===== src/rtl/stopwatch_ctrl_if.sv =====
// Stopwatch control bus: tick/button/select inputs and registered display outputs.
// master drives the inputs and observes the outputs; slave is the controller side.
interface stopwatch_ctrl_if;
    logic       tick_1hz;
    logic       tick_2hz;
    logic       tick_blink;
    logic       btn_pause;
    logic       btn_adj;
    logic       sel;
    logic       btn_lap;
    logic [2:0] state;
    logic [5:0] disp_min;
    logic [5:0] disp_sec;
    logic       blank_min;
    logic       blank_sec;
    logic       lap_active;

    modport master (
        output tick_1hz, tick_2hz, tick_blink, btn_pause, btn_adj, sel, btn_lap,
        input  state, disp_min, disp_sec, blank_min, blank_sec, lap_active
    );

    modport slave (
        input  tick_1hz, tick_2hz, tick_blink, btn_pause, btn_adj, sel, btn_lap,
        output state, disp_min, disp_sec, blank_min, blank_sec, lap_active
    );
endinterface


===== src/rtl/stopwatch_ctrl.sv =====
// Stopwatch mode FSM with mm:ss counter, field adjust, and blink blanking.
// Optional lap hold on the display is enabled by defining STOPWATCH_LAP_EN.
module stopwatch_ctrl #(
    parameter int unsigned MAX_MIN = 59
) (
    input logic              clk,
    input logic              rst,
    stopwatch_ctrl_if.slave  bus
);
    localparam logic [2:0] RUN     = 3'b000;
    localparam logic [2:0] PAUSE   = 3'b001;
    localparam logic [2:0] ADJ_MIN = 3'b010;
    localparam logic [2:0] ADJ_SEC = 3'b011;
    localparam logic [5:0] MIN_TOP = 6'(MAX_MIN);
    localparam logic [5:0] SEC_TOP = 6'd59;

    logic [2:0] state_q, state_d;
    logic [5:0] min_q, min_d, sec_q, sec_d;
    logic [5:0] disp_min_q, disp_min_d, disp_sec_q, disp_sec_d;
    logic       phase_q, phase_d;
    logic       blank_min_q, blank_min_d, blank_sec_q, blank_sec_d;
    logic       lap_q, lap_d;
    logic       prev_pause, prev_adj, armed;
    logic       pause_edge, adj_edge, in_adj;

    // armed stays low for the first clock after reset so a button held through
    // reset release only loads its history instead of producing an edge.
    assign pause_edge = armed & bus.btn_pause & ~prev_pause;
    assign adj_edge   = armed & bus.btn_adj   & ~prev_adj;
    assign in_adj     = state_q[1];

`ifdef STOPWATCH_LAP_EN
    logic prev_lap, lap_edge;
    assign lap_edge = armed & bus.btn_lap & ~prev_lap;

    always_ff @(posedge clk or posedge rst) begin
        if (rst) prev_lap <= 1'b0;
        else     prev_lap <= bus.btn_lap;
    end
`endif

    always_comb begin
        state_d = state_q;
        if (adj_edge)
            state_d = in_adj ? PAUSE : (bus.sel ? ADJ_SEC : ADJ_MIN);
        else if (pause_edge && !in_adj)
            state_d = (state_q == RUN) ? PAUSE : RUN;
        else if (in_adj)
            state_d = bus.sel ? ADJ_SEC : ADJ_MIN;
    end

    // Counting uses the registered state so a coincident transition does not affect this tick.
    always_comb begin
        min_d = min_q;
        sec_d = sec_q;
        case (state_q)
            RUN: if (bus.tick_1hz) begin
                if (sec_q == SEC_TOP) begin
                    sec_d = '0;
                    min_d = (min_q == MIN_TOP) ? '0 : min_q + 6'd1;
                end else begin
                    sec_d = sec_q + 6'd1;
                end
            end
            ADJ_MIN: if (bus.tick_2hz) min_d = (min_q == MIN_TOP) ? '0 : min_q + 6'd1;
            ADJ_SEC: if (bus.tick_2hz) sec_d = (sec_q == SEC_TOP) ? '0 : sec_q + 6'd1;
            default: ;
        endcase
    end

    always_comb begin
        phase_d = phase_q;
        if (state_d[1] && !in_adj) phase_d = 1'b0;
        else if (bus.tick_blink)   phase_d = ~phase_q;
        blank_min_d = (state_d == ADJ_MIN) & phase_d;
        blank_sec_d = (state_d == ADJ_SEC) & phase_d;
    end

    always_comb begin
`ifdef STOPWATCH_LAP_EN
        lap_d = lap_q;
        if (state_q == RUN && state_d != RUN) lap_d = 1'b0;
        else if (state_q == RUN && lap_edge)  lap_d = ~lap_q;
        disp_min_d = lap_d ? disp_min_q : min_d;
        disp_sec_d = lap_d ? disp_sec_q : sec_d;
`else
        lap_d      = 1'b0;
        disp_min_d = min_d;
        disp_sec_d = sec_d;
`endif
    end

    always_ff @(posedge clk or posedge rst) begin
        if (rst) begin
            state_q     <= PAUSE;
            min_q       <= '0;
            sec_q       <= '0;
            disp_min_q  <= '0;
            disp_sec_q  <= '0;
            phase_q     <= 1'b0;
            blank_min_q <= 1'b0;
            blank_sec_q <= 1'b0;
            lap_q       <= 1'b0;
            prev_pause  <= 1'b0;
            prev_adj    <= 1'b0;
            armed       <= 1'b0;
        end else begin
            state_q     <= state_d;
            min_q       <= min_d;
            sec_q       <= sec_d;
            disp_min_q  <= disp_min_d;
            disp_sec_q  <= disp_sec_d;
            phase_q     <= phase_d;
            blank_min_q <= blank_min_d;
            blank_sec_q <= blank_sec_d;
            lap_q       <= lap_d;
            prev_pause  <= bus.btn_pause;
            prev_adj    <= bus.btn_adj;
            armed       <= 1'b1;
        end
    end

    assign bus.state      = state_q;
    assign bus.disp_min   = disp_min_q;
    assign bus.disp_sec   = disp_sec_q;
    assign bus.blank_min  = blank_min_q;
    assign bus.blank_sec  = blank_sec_q;
    assign bus.lap_active = lap_q;
endmodule


===== src/flat_wrapper.sv =====
// flat-port wrapper written by rule: the top's interface ports become plain ports
module stopwatch_ctrl_flat 
#(
    parameter int unsigned MAX_MIN = 59
)
  (clk, rst, bus_tick_1hz, bus_tick_2hz, bus_tick_blink, bus_btn_pause, bus_btn_adj, bus_sel, bus_btn_lap, bus_state, bus_disp_min, bus_disp_sec, bus_blank_min, bus_blank_sec, bus_lap_active);
  stopwatch_ctrl_if bus_i ();
  input logic clk;
  input logic rst;
  input wire logic [$bits(bus_i.tick_1hz)-1:0] bus_tick_1hz;
  input wire logic [$bits(bus_i.tick_2hz)-1:0] bus_tick_2hz;
  input wire logic [$bits(bus_i.tick_blink)-1:0] bus_tick_blink;
  input wire logic [$bits(bus_i.btn_pause)-1:0] bus_btn_pause;
  input wire logic [$bits(bus_i.btn_adj)-1:0] bus_btn_adj;
  input wire logic [$bits(bus_i.sel)-1:0] bus_sel;
  input wire logic [$bits(bus_i.btn_lap)-1:0] bus_btn_lap;
  output wire logic [$bits(bus_i.state)-1:0] bus_state;
  output wire logic [$bits(bus_i.disp_min)-1:0] bus_disp_min;
  output wire logic [$bits(bus_i.disp_sec)-1:0] bus_disp_sec;
  output wire logic [$bits(bus_i.blank_min)-1:0] bus_blank_min;
  output wire logic [$bits(bus_i.blank_sec)-1:0] bus_blank_sec;
  output wire logic [$bits(bus_i.lap_active)-1:0] bus_lap_active;
  assign bus_i.tick_1hz = bus_tick_1hz;
  assign bus_i.tick_2hz = bus_tick_2hz;
  assign bus_i.tick_blink = bus_tick_blink;
  assign bus_i.btn_pause = bus_btn_pause;
  assign bus_i.btn_adj = bus_btn_adj;
  assign bus_i.sel = bus_sel;
  assign bus_i.btn_lap = bus_btn_lap;
  assign bus_state = bus_i.state;
  assign bus_disp_min = bus_i.disp_min;
  assign bus_disp_sec = bus_i.disp_sec;
  assign bus_blank_min = bus_i.blank_min;
  assign bus_blank_sec = bus_i.blank_sec;
  assign bus_lap_active = bus_i.lap_active;
  stopwatch_ctrl #(.MAX_MIN(MAX_MIN)) u_core (.clk(clk), .rst(rst), .bus(bus_i));
endmodule

===== config.mk =====
export PLATFORM = sky130hd
export DESIGN_NAME = stopwatch_ctrl_flat
export DESIGN_NICKNAME = d
export VERILOG_FILES = /design/src/rtl/stopwatch_ctrl_if.sv /design/src/rtl/stopwatch_ctrl.sv /design/src/flat_wrapper.sv
export SDC_FILE = /design/constraint.sdc
export NUM_CORES = 1
export LEC_CHECK = 0
export ABC_CLOCK_PERIOD_IN_PS = 2700
export CAP_MARGIN = 10
export CORE_UTILIZATION = 51
export CTS_CLUSTER_SIZE = 12
export DETAILED_ROUTE_END_ITERATION = 6
export PLACE_DENSITY = 0.9
export SLEW_MARGIN = 5
export SYNTH_ARGS = -nofsm -noshare
export SYNTH_HDL_FRONTEND = slang
export SYNTH_SLANG_ARGS = --single-unit

===== constraint.sdc =====
create_clock -name clk -period 2.7 [get_ports clk]
set_input_delay 0.54 -clock clk [delete_from_list [all_inputs] [get_ports clk]]
set_output_delay 0.54 -clock clk [all_outputs]
set_load 0.1 [all_outputs]

==> reports/summary.md, run 1 <==
The flow ran to the end, and the final reports show no timing, DRC or antenna violations. The clock passes through at most 2 buffers. Synthesized netlist net count: 105. Setup repair after global routing left no endpoint under its margin.

The tools report the setup TNS as 0 ns. Dividing the detail-routed via count by the number of cells gives 5.386. For this run, design rule violations remaining after detail routing come to 0.

Clock-pin slew was measured on the worst setup and hold paths at 0.12 ns. In this run the clock root is driven by a clkbuf_4. First-pass detailed-route iteration total: 3.

Startpoint of the worst hold path: u_core.phase_q. The tools report the via count of the first global-routing pass as 731. In this run the standard cell core region covers 0.001821 mm2. Kind of launch point of the worst setup path: a primary input. The post-CTS setup-driven buffer insertion count was 0. In this run, synthesis inferred 0 flip-flops with an integrated enable. Once layout is complete, the cells apart from fillers number 145. Global routing finished with a remaining overflow of 0. The share of final-layout standard cells stronger than drive strength 1 is 0.2833, and the signed area change from the synthesized netlist to the final layout is 23.73%. The placer congestion estimate was 0.7801.

Data arrives at the worst endpoint at 2.07 ns. dfrtp_1 is the most common cell in the netlist. Cell with the biggest individual delay on the critical path: clkdlybuf4s50_1. The worst clock skew on the final layout came out at 0.007618 ns. For the final layout net count, the log shows 132.

The starting utilization of the core area was 0.5704. Broken down by cell family, the worst path's largest delay share belongs to simple AND/OR/NAND/NOR gates. The clock drives 21 sinks. The top cell type's share of synthesized area is 0.4819, and the worst endpoint required time is 2.90 ns.

In this run, the number of DRC markers left after iteration 0 of detailed routing was 5. After synthesis, the netlist uses 40 different library cells. The logs give 3 for the number of buffers created by CTS and 781 for the via count. The run gives 0 as the total count of hold-check failures in the final report. The tools report the share of the yosys chip area belonging to registers as 0.5072. The remaining max-slew budget at the tightest pin was 0.4973.

The die width came out at 47.13 um. The worst setup path is captured at a flop. The port buffer count came out at 24.

Among all flip-flop cells after synthesis, the most frequent one is dfrtp_1. The height of the die was 47.13 um. The tools report the number of antenna repair diodes as 0. The category of the most critical setup path was in2reg. The delay of the slowest critical-path stage is 0.46 ns. Final clock period utilization by the worst path: 0.6940. Startpoint of the lowest-slack register-to-register path: u_core.sec_q[0]. The proportion of register bits with asynchronous set or reset after synthesis is 1.000, and the number of top-level pins is 27.

The flip-flop and latch count after synthesis was 21. Counting I/O delays and the setup requirement, the final critical path takes 1.874 ns. The tools report the all-layer global routing usage as 0.2147. The path category of the worst min-delay check was reg2reg. The number of placed instances, taps included, is 141. For the aggregate routed wire length, the log shows 1915 um. The filler cells instantiated in the layout total 136. In the post-synthesis netlist, the biggest area contributors are dfrtp_1 (48%), mux2_2 (5.4%), nor2_1 (4.0%).

Summed over all instances, the cell type with the most area after synthesis is dfrtp_1. Post-CTS repair changed the size of 0 cells. The total number of yosys warnings was 0. TritonCTS built the clock tree. The multi-input combinational cell area is 488.0 um2, and the synthesized area per cell is 11.05 um2. The tools report the setup-violating endpoint count in the final report as 0.

In the final layout, flip-flops and latches occupy 526.8 um2. The largest net degree at the start of global routing is 22, and the minimum hold slack is 0.5463 ns. The run gives 0 as the number of buffers inserted by hold repair at cts.

The max capacitance violation total was 0; the initial antenna violation count was 0. The logs give 0.29 ns for the clock insertion delay at the later pin of the skew report and 94 for the synthesized instance count. The upper clock frequency limit was 533.7 MHz; the half-perimeter wire length after placement was 1469 um. The number of buffers and inverters on the critical path is 1, and the highest net fanout along the worst path is 8. Traced cell by cell, the critical path runs through clkdlybuf4s50_1, or3b_4, a21oi_4, nand2_2, mux2_4.

For the utilization after layout, the log shows 0.7058. The die covers 0.002221 mm2. For the pin with the worst max-slew slack, the measured transition is 0.7532 ns. For the max-slew violation count, the log shows 0. The site row count is 15. The final antenna-violating net count came out at 0. The most critical setup path has its startpoint at bus_tick_1hz.

Average wire length per cell after detail routing: 13.21 um. By count the netlist is led by dfrtp_1 (20), nor2_1 (11), nand3_1 (6), mux2_2 (5), o21ai_0 (4). The run gives 1 as the CTS H-tree depth. The first global-routing pass estimated 3222 um of wire. The netlist area before placement came out at 0.001038 mm2.
## metal layers
layer	vias up	part of all wire	track usage
met2	12	0.53	0.3972
met3	2	0.022	0.03462
li1	388	-	-
met4	0	0.0089	0.06857
met1	379	0.44	0.2525
met5	-	0	0
## sequential cells by signal, indices dropped and copies added, names as in the netlist
| name | count |
|---|---|
| u_core.armed | 1 |
| u_core.bus.blank_min | 1 |
| u_core.bus.blank_sec | 1 |
| u_core.bus.state | 3 |
| u_core.min_q | 6 |
| u_core.phase_q | 1 |
| u_core.prev_adj | 1 |
| u_core.prev_pause | 1 |
| u_core.sec_q | 6 |
## final cells by class
| class | count | area share |
|---|---|---|
| tap | 25 | 0.02434 |
| sequential | 21 | 0.4099 |
| clock buffer | 3 | 0.01753 |
| inverter | 3 | 0.008763 |
| clock inverter | 1 | 0.005842 |
| timing repair buffer | 24 | 0.1538 |
| multi-input combinational | 68 | 0.3797 |
## metrics by stage
stage,cell area (um2),setup slack (ns)
CTS,1285,0.8436
global route,1285,0.7845
global placement,1255,0.5274
finish,1285,0.8262
detailed placement,1255,0.5115
floorplan,1039,0.4883
## path summary, 6_finish.rpt
check | slack [ns] | end | depth (start not counted)
setup / recovery | 0.83 | u_core.sec_q[2] | 5
hold / removal | 0.55 | u_core.phase_q | 2
setup reg to reg | 0.88 | u_core.min_q[1] | 5
hold reg to reg | 0.55 | u_core.phase_q | 2
max in group asynchronous | 1.56 | u_core.bus.state[2] | 2
min in group asynchronous | 0.66 | u_core.sec_q[5] | 2
## cells in the final DEF (no fill, tap or decap), drive strengths merged
cell type and instances:
dfrtp 20, buf 17, nor2 11, clkdlybuf4s50 7, nand3 6, mux2 6, nand2 5, o21ai 4
and3 3, inv 3, clkbuf 3, xnor2 2, nand3b 2, o2bb2ai 2, a22o 2, ha 2
conb 2, nor3b 1, nor2b 1, and4b 1, a32o 1, a31oi 1, o22a 1, and4bb 1
mux2i 1, or3 1, nor4b 1, or2 1, o2111a 1, a21bo 1, o31ai 1, or3b 1
a21oi 1, o2111ai 1, o211ai 1, nand2b 1, and2 1, nor3 1, clkinvlp 1, dfstp 1
## worst reg2reg max path, stage by stage (launching register included)
cell     delay (ns)
dfrtp_1        0.44
ha_1           0.25
and4b_1        0.20
a32o_1         0.32
nand2_2        0.14
mux2_2         0.36
## logic make-up after synthesis
logic type               after synthesis  share of synthesized area
AND/OR/NAND/NOR                       38                     0.2072
adder cells (fa/ha/maj)                2                    0.02409
flip-flops                            21                     0.5072
other                                  2                   0.007232
multiplexers                           7                    0.07831
XOR/XNOR                               2                    0.01687
buffers and inverters                  5                    0.02289
AO/OA/AOI/OAI                         17                     0.1362
Power of run 1 is not shown: default switching activity piles up to over one toggle a cycle in this logic, so the estimate is an artifact.
==> run 2: changes to the inputs <==
- ABC_CLOCK_PERIOD_IN_PS: 2700 -> 1900
- CORE_UTILIZATION: 51 -> 47
- PLACE_DENSITY: 0.9 -> 0.84
- clock period: 2.7 -> 1.9 ns (I/O delays scaled with it)
==> run 2 against run 1 <==
Non-clock buffer count is 5 higher. Final cell count is 4.8% higher. Global-route usage is 1.8 points lower. Worst setup slack worse by 0.78 ns. Wire length is 16% higher. First-iteration DRC count is 140% higher. Clock skew is 0.0062 ns lower. Largest cell class unchanged. Sequential share of layout area is 5.5 points lower. Die area is 8.1% higher. Critical endpoint is now u_core.min_q[0]. Highest routed layer unchanged. Via count is 8.7% higher.
==> reports/summary.md, run 2 (synthesis gave the netlist of run 1 again) <==
The run gives 3581 um as the wire length of the first global-routing pass. The sort of element at the end of the critical path was a flop. The placed instances occupy a cell area of 0.001493 mm2. Leaving out fill and tap cells, the most frequent cell in the layout is buf_12. The utilization after layout was 0.7550; the minimum hold slack was 0.3973 ns. In the final layout, the multi-input gates occupy 490.5 um2.

The final clock period utilization by the worst path was 0.9737. After clock tree synthesis, the repair step resized 0 gates. The port buffer count was 24. The floorplan step defined a die boundary enclosing 0.002401 mm2.

Counting tap cells, the placed design contains a total of 147 instances. The run gives 3 as the number of buffers created by CTS. Using the TritonRoute via totals, the vias-per-cell ratio works out to 5.586. For this run, design rule violations remaining after detail routing come to 0. For this run, the top clock speed supported by timing is 540.5 MHz.

STA classifies the critical path startpoint as a flop. The category of the most critical setup path was reg2reg. The clock drives 21 sinks. The number of buffers inserted by hold repair at cts is 0, and the starting utilization of the core area is 0.5136.

STA puts the critical path data arrival time at 2.05 ns. The run gives 0 as the final antenna-violating net count. The worst clock skew on the final layout was 0.001432 ns; the die width was 49.01 um. After global routing the overflow that remains totals 0. Counting along the longest clock path gives a buffer depth of 2. The max-slew violation count was 0.

The top cell types in the final layout, fill and taps aside, are buf_12 (15), dfrtp_1 (12), nor2_1 (11). The logs give 0 for the number of antenna repair diodes and 830 for the via count of the first global-routing pass. The final layout net count was 137; the clock transition at the registers of the reported paths was 0.11 ns.

Relative to the synthesized area, the layout overhead comes to 46.99%. In this run, the number of DRC markers left after iteration 0 of detailed routing was 12. The run gives 0.1965 as the all-layer global routing usage.

Across the whole layout, storage elements account for 541.8 um2. 27 I/O pins were placed. The floorplan step defined a core boundary enclosing 0.002022 mm2.

STA puts the critical path data required time at 2.10 ns. The site row count was 16; the CTS H-tree depth was 1. Via count: 849. Max-cap violations in this run came to 0. For the initial antenna violation count, the log shows 0. For the aggregate routed wire length, the log shows 2216 um. The first-pass detailed-route iteration total was 4. The congestion estimate from routability-driven global placement came to 0.8107. The final instance area was 0.001526 mm2; the layout filler cell count was 136. The path category of the worst min-delay check was in2async. Entering global routing, the biggest net connects 22 pins. The run finished with clean final reports. The average wire length per cell after detail routing is 14.58 um, and the clock insertion delay at the later pin of the skew report is 0.30 ns. TritonCTS built the clock tree.

Subtracting the final worst setup slack from the clock period gives 1.850 ns. Along the worst path, the maximum fanout reaches 5. Detailed placement finished with a half-perimeter wire length of 1678 um.

The height of the die was 49.01 um; the length in cells of the worst reg-to-reg path was 5. Excluding fillers, the count of instances in the completed layout stands at 152. The run gives 0 as the setup-violating endpoint count in the final report. The clock tree root buffer cell is clkbuf_4. The total count of hold-check failures in the final report was 0. The share of final-layout standard cells stronger than drive strength 1 was 0.3760.
[run 2: cell types whose count changed in the layout (fill, tap and decap cells not counted), moves of 2 or more]
| cell | previous run | this run |
|---|---|---|
| buf_12 | 0 | 15 |
| buf_4 | 17 | 7 |
| dfrtp_1 | 20 | 12 |
| dfrtp_2 | 0 | 6 |
| dfrtp_4 | 0 | 2 |
[run 2: worst paths after layout]
path	startpoint	slack [ns]	to
max in group asynchronous	rst	1.24	u_core.bus.state[0]
min reg2reg	u_core.phase_q	0.56	u_core.phase_q
min in group clk	bus_btn_adj	0.53	u_core.prev_adj
max	u_core.sec_q[0]	0.05	u_core.min_q[0]
min	rst	0.40	u_core.min_q[5]
max reg2reg	u_core.sec_q[0]	0.05	u_core.min_q[0]
[run 2: area by class of cell]
cell class,count,area share
sequential,21,0.3549
multi-input combinational,68,0.3213
timing repair buffer,29,0.2771
tap,27,0.02213
clock buffer,4,0.01721
inverter,3,0.007377
[run 2: metrics by stage]
step,worst slack [ns],TNS (ns)
finish,0.04996,0
global route,-0.004387,-0.004387
CTS,0.05424,0
detailed placement,-0.1451,-0.6885
global placement,-0.1049,-0.3979
floorplan,0.003234,0
[run 2: routing by layer]
| metal | global-route usage | vias to the layer above | share of wire |
|---|---|---|---|
| met5 | 0 | - | 0 |
| met4 | 0.1127 | 0 | 0.021 |
| met3 | 0.02492 | 6 | 0.038 |
| met2 | 0.3588 | 29 | 0.55 |
| met1 | 0.2175 | 411 | 0.39 |
| li1 | - | 403 | - |
[run 2: critical path: stages, from the launching register on]
cell and delay (ns):
dfrtp_4 0.53, ha_2 0.22, and4b_1 0.19, a32o_1 0.33, nand2_2 0.14, mux2_2 0.35
[run 2: what timing repair did]
| action | CTS | global route |
|---|---|---|
| endpoints found under the setup margin | 0 | 2 |
| endpoints found under the hold margin | 0 | 0 |
| buffers inserted | 0 | 1 |
Power of run 2 is left out for the same reason.
==> run 3: changes to the inputs <==
- CORE_UTILIZATION: 47 -> 49
- CTS_BUF_LIST: not set -> sky130_fd_sc_hd__clkbuf_4 sky130_fd_sc_hd__clkbuf_8
- PLACE_DENSITY: 0.84 -> 0.87
==> run 3 against run 2 <==
Wire length fell by 12%. Register-to-register slack improved by 0.04 ns. Critical path depth did not move. Flip-flop and latch count did not move. Hold slack got worse by 0.0058 ns. Design area fell by 0.66%. Die area fell by 3.9%. Worst setup slack improved by 0.044 ns. Non-clock buffer count fell by 2. Sequential share of layout area rose by 0.23 points. Clock skew rose by 0.0058 ns. Critical path type unchanged. Largest cell class unchanged.
==> reports/summary.md, run 3 (synthesis gave the netlist of run 1 again) <==
Detailed placement finished with a half-perimeter wire length of 1584 um. The first global-routing pass estimated 3201 um of wire. The run finished with clean final reports. TritonCTS built the clock tree. The DRC marker count from the first detailed-route iteration came out at 1. Counting every sink on the clock net gives 21. For the met2 global-route usage, the log shows 0.3865. The most common library cell in the layout ignoring fill and taps is buf_12.

27 I/O pins were placed. Clock tree synthesis inserted a total of 3 buffers. The met3 track demand over resource is 0.02264. Setup violations remaining at the end of the flow were counted as 0.

In the final routed layout, each cell accounts on average for 13.03 um. After clock tree synthesis, the flow added hold-fix buffers numbering 0. The via count of the first global-routing pass is 772, and the signed area change from the synthesized netlist to the final layout is 46.02%. The initial antenna violation count came out at 0. Entering global routing, the biggest net connects 22 pins.

In this run the deepest clock path goes through 2 buffers. For the met1 track utilization from global routing, the log shows 0.2310. The number of placed instances, taps included, is 146.

After detailed routing, the total wire length is 1954 um. The total count of hold-check failures in the final report is 0, and the starting utilization of the core area is 0.5240. The sort of element at the end of the critical path was a flop. The finished layout holds 150 standard cells, fillers aside. The final antenna-violating net count is 0, and the clock transition at the registers of the reported paths is 0.11 ns. The final route contains 784 vias.

0 antenna diodes ended up in the layout. For this run, the slowest stage of the critical path takes 0.53 ns. The filler cells instantiated in the layout total 122. Grouping stages by cell kind, the critical path spends the most delay in flip-flops.

Clock latency on the worst-skew pair, taken at its later pin, is 0.30 ns. The worst hold path belongs to the class in2async. The critical path goes through ha_2, and4b_1, a32o_2, nand2_2, mux2_2.

Data on the critical path arrives at its endpoint at 2.00 ns. Cell with the biggest individual delay on the critical path: dfrtp_4. The clock tree root buffer cell was clkbuf_4. After detailed routing, the number of vias per cell comes to 5.227. The share of final-layout standard cells stronger than drive strength 1 is 0.3821. The layer flagged by global routing as most heavily used is met2.

The run gives 0.001982 mm2 as the placeable core region. The tools report the kind of launch point of the worst setup path as a flop. In the layout the commonest cells are buf_12 (15), dfrtp_1 (12), nor2_1 (11).

After global routing the overflow that remains totals 0. For the placer congestion estimate, the log shows 0.7827. Setup slack closes at 0.09350 ns. Counting both buffers and inverters, the worst setup path holds a total of 0. Once the clock tree was built, the setup fixing pass inserted 0 buffers. Max-slew violation count: 0. The final clock period utilization by the worst path is 0.9508, and the all-layer global routing usage is 0.2024. The port buffer count is 24, and the final layout net count is 135. The logs give 16 for the site row count and 1 for the CTS H-tree depth. Along the worst path, the maximum fanout reaches 5. The final critical-path required period works out to 1.807 ns.

The floorplan step set the die width to 48.04 um. The tools report the worst setup slack before clock tree synthesis as -0.1636 ns. On the final layout, the worst clock skew is 0.007202 ns. Setup repair after global routing left no endpoint under its margin. The worst setup path is of the reg2reg kind. For the area of the die, the log shows 0.002307 mm2. The run gives 2.09 ns as the worst endpoint required time. The tool flagged a number of max-cap violations equal to 0. For this run, the top clock speed supported by timing is 553.6 MHz. The run gives 3 as the first-pass detailed-route iteration total. The height of the die is 48.04 um, and the count of unresolved DRC violations after routing is 0.
[run 3: cell count changes in the layout (fill, tap and decap cells not counted)]
cell      delta
a32o_1       -1
clkbuf_1     -1
a32o_2       +1
buf_4        -2
clkbuf_4     +1
[run 3: routing by layer]
layer  vias to the layer above  wire length [um]
li1                        397                 -
met1                       374               836
met3                         2                33
met2                        11              1063
met4                         0                20
met5                         -                 0
[run 3: repair_timing]
action	CTS	global route
resized for setup	0	1
hold endpoints to repair	0	0
endpoints found under the setup margin	0	2
[run 3: through the flow]
step	cell area [um2]	util	hold WS (ns)	TNS [ns]
3_3_place_gp	1485	0.7494	0.5095	-0.4456
6_report	1516	0.7652	0.3915	0
4_1_cts	1515	0.7645	0.3979	0
2_1_floorplan	1056	-	0.3554	0
3_5_place_dp	1485	0.7494	0.5295	-0.7707
5_1_grt	1516	0.7652	0.4213	0
[run 3: area by class of cell]
cell class | instances | area (um2) | share of cell area
timing repair buffer | 27 | 407.9 | 0.2690
tap | 27 | 33.78 | 0.02228
inverter | 3 | 11.26 | 0.007426
sequential | 21 | 541.8 | 0.3573
multi-input combinational | 68 | 491.7 | 0.3243
clock buffer | 4 | 30.03 | 0.01980
[run 3: worst reg2reg max path: stages, from the launching register on]
cell and delay [ns]:
dfrtp_4 0.53, ha_2 0.21, and4b_1 0.18, a32o_2 0.30, nand2_2 0.12, mux2_2 0.35
[run 3: path summary, 6_finish.rpt]
| kind | slack [ns] | to | cells past startpoint | start |
|---|---|---|---|---|
| setup / recovery | 0.09 | u_core.min_q[1] | 5 | u_core.sec_q[0] |
| hold / removal | 0.39 | u_core.sec_q[3] | 3 | rst |
| setup reg to reg | 0.09 | u_core.min_q[1] | 5 | u_core.sec_q[0] |
| hold reg to reg | 0.55 | u_core.phase_q | 2 | u_core.phase_q |
| max in group asynchronous | 1.25 | u_core.bus.state[0] | 3 | rst |
| min in group clk | 0.54 | u_core.prev_pause | 1 | bus_btn_pause |
Power of run 3 is left out for the same reason.
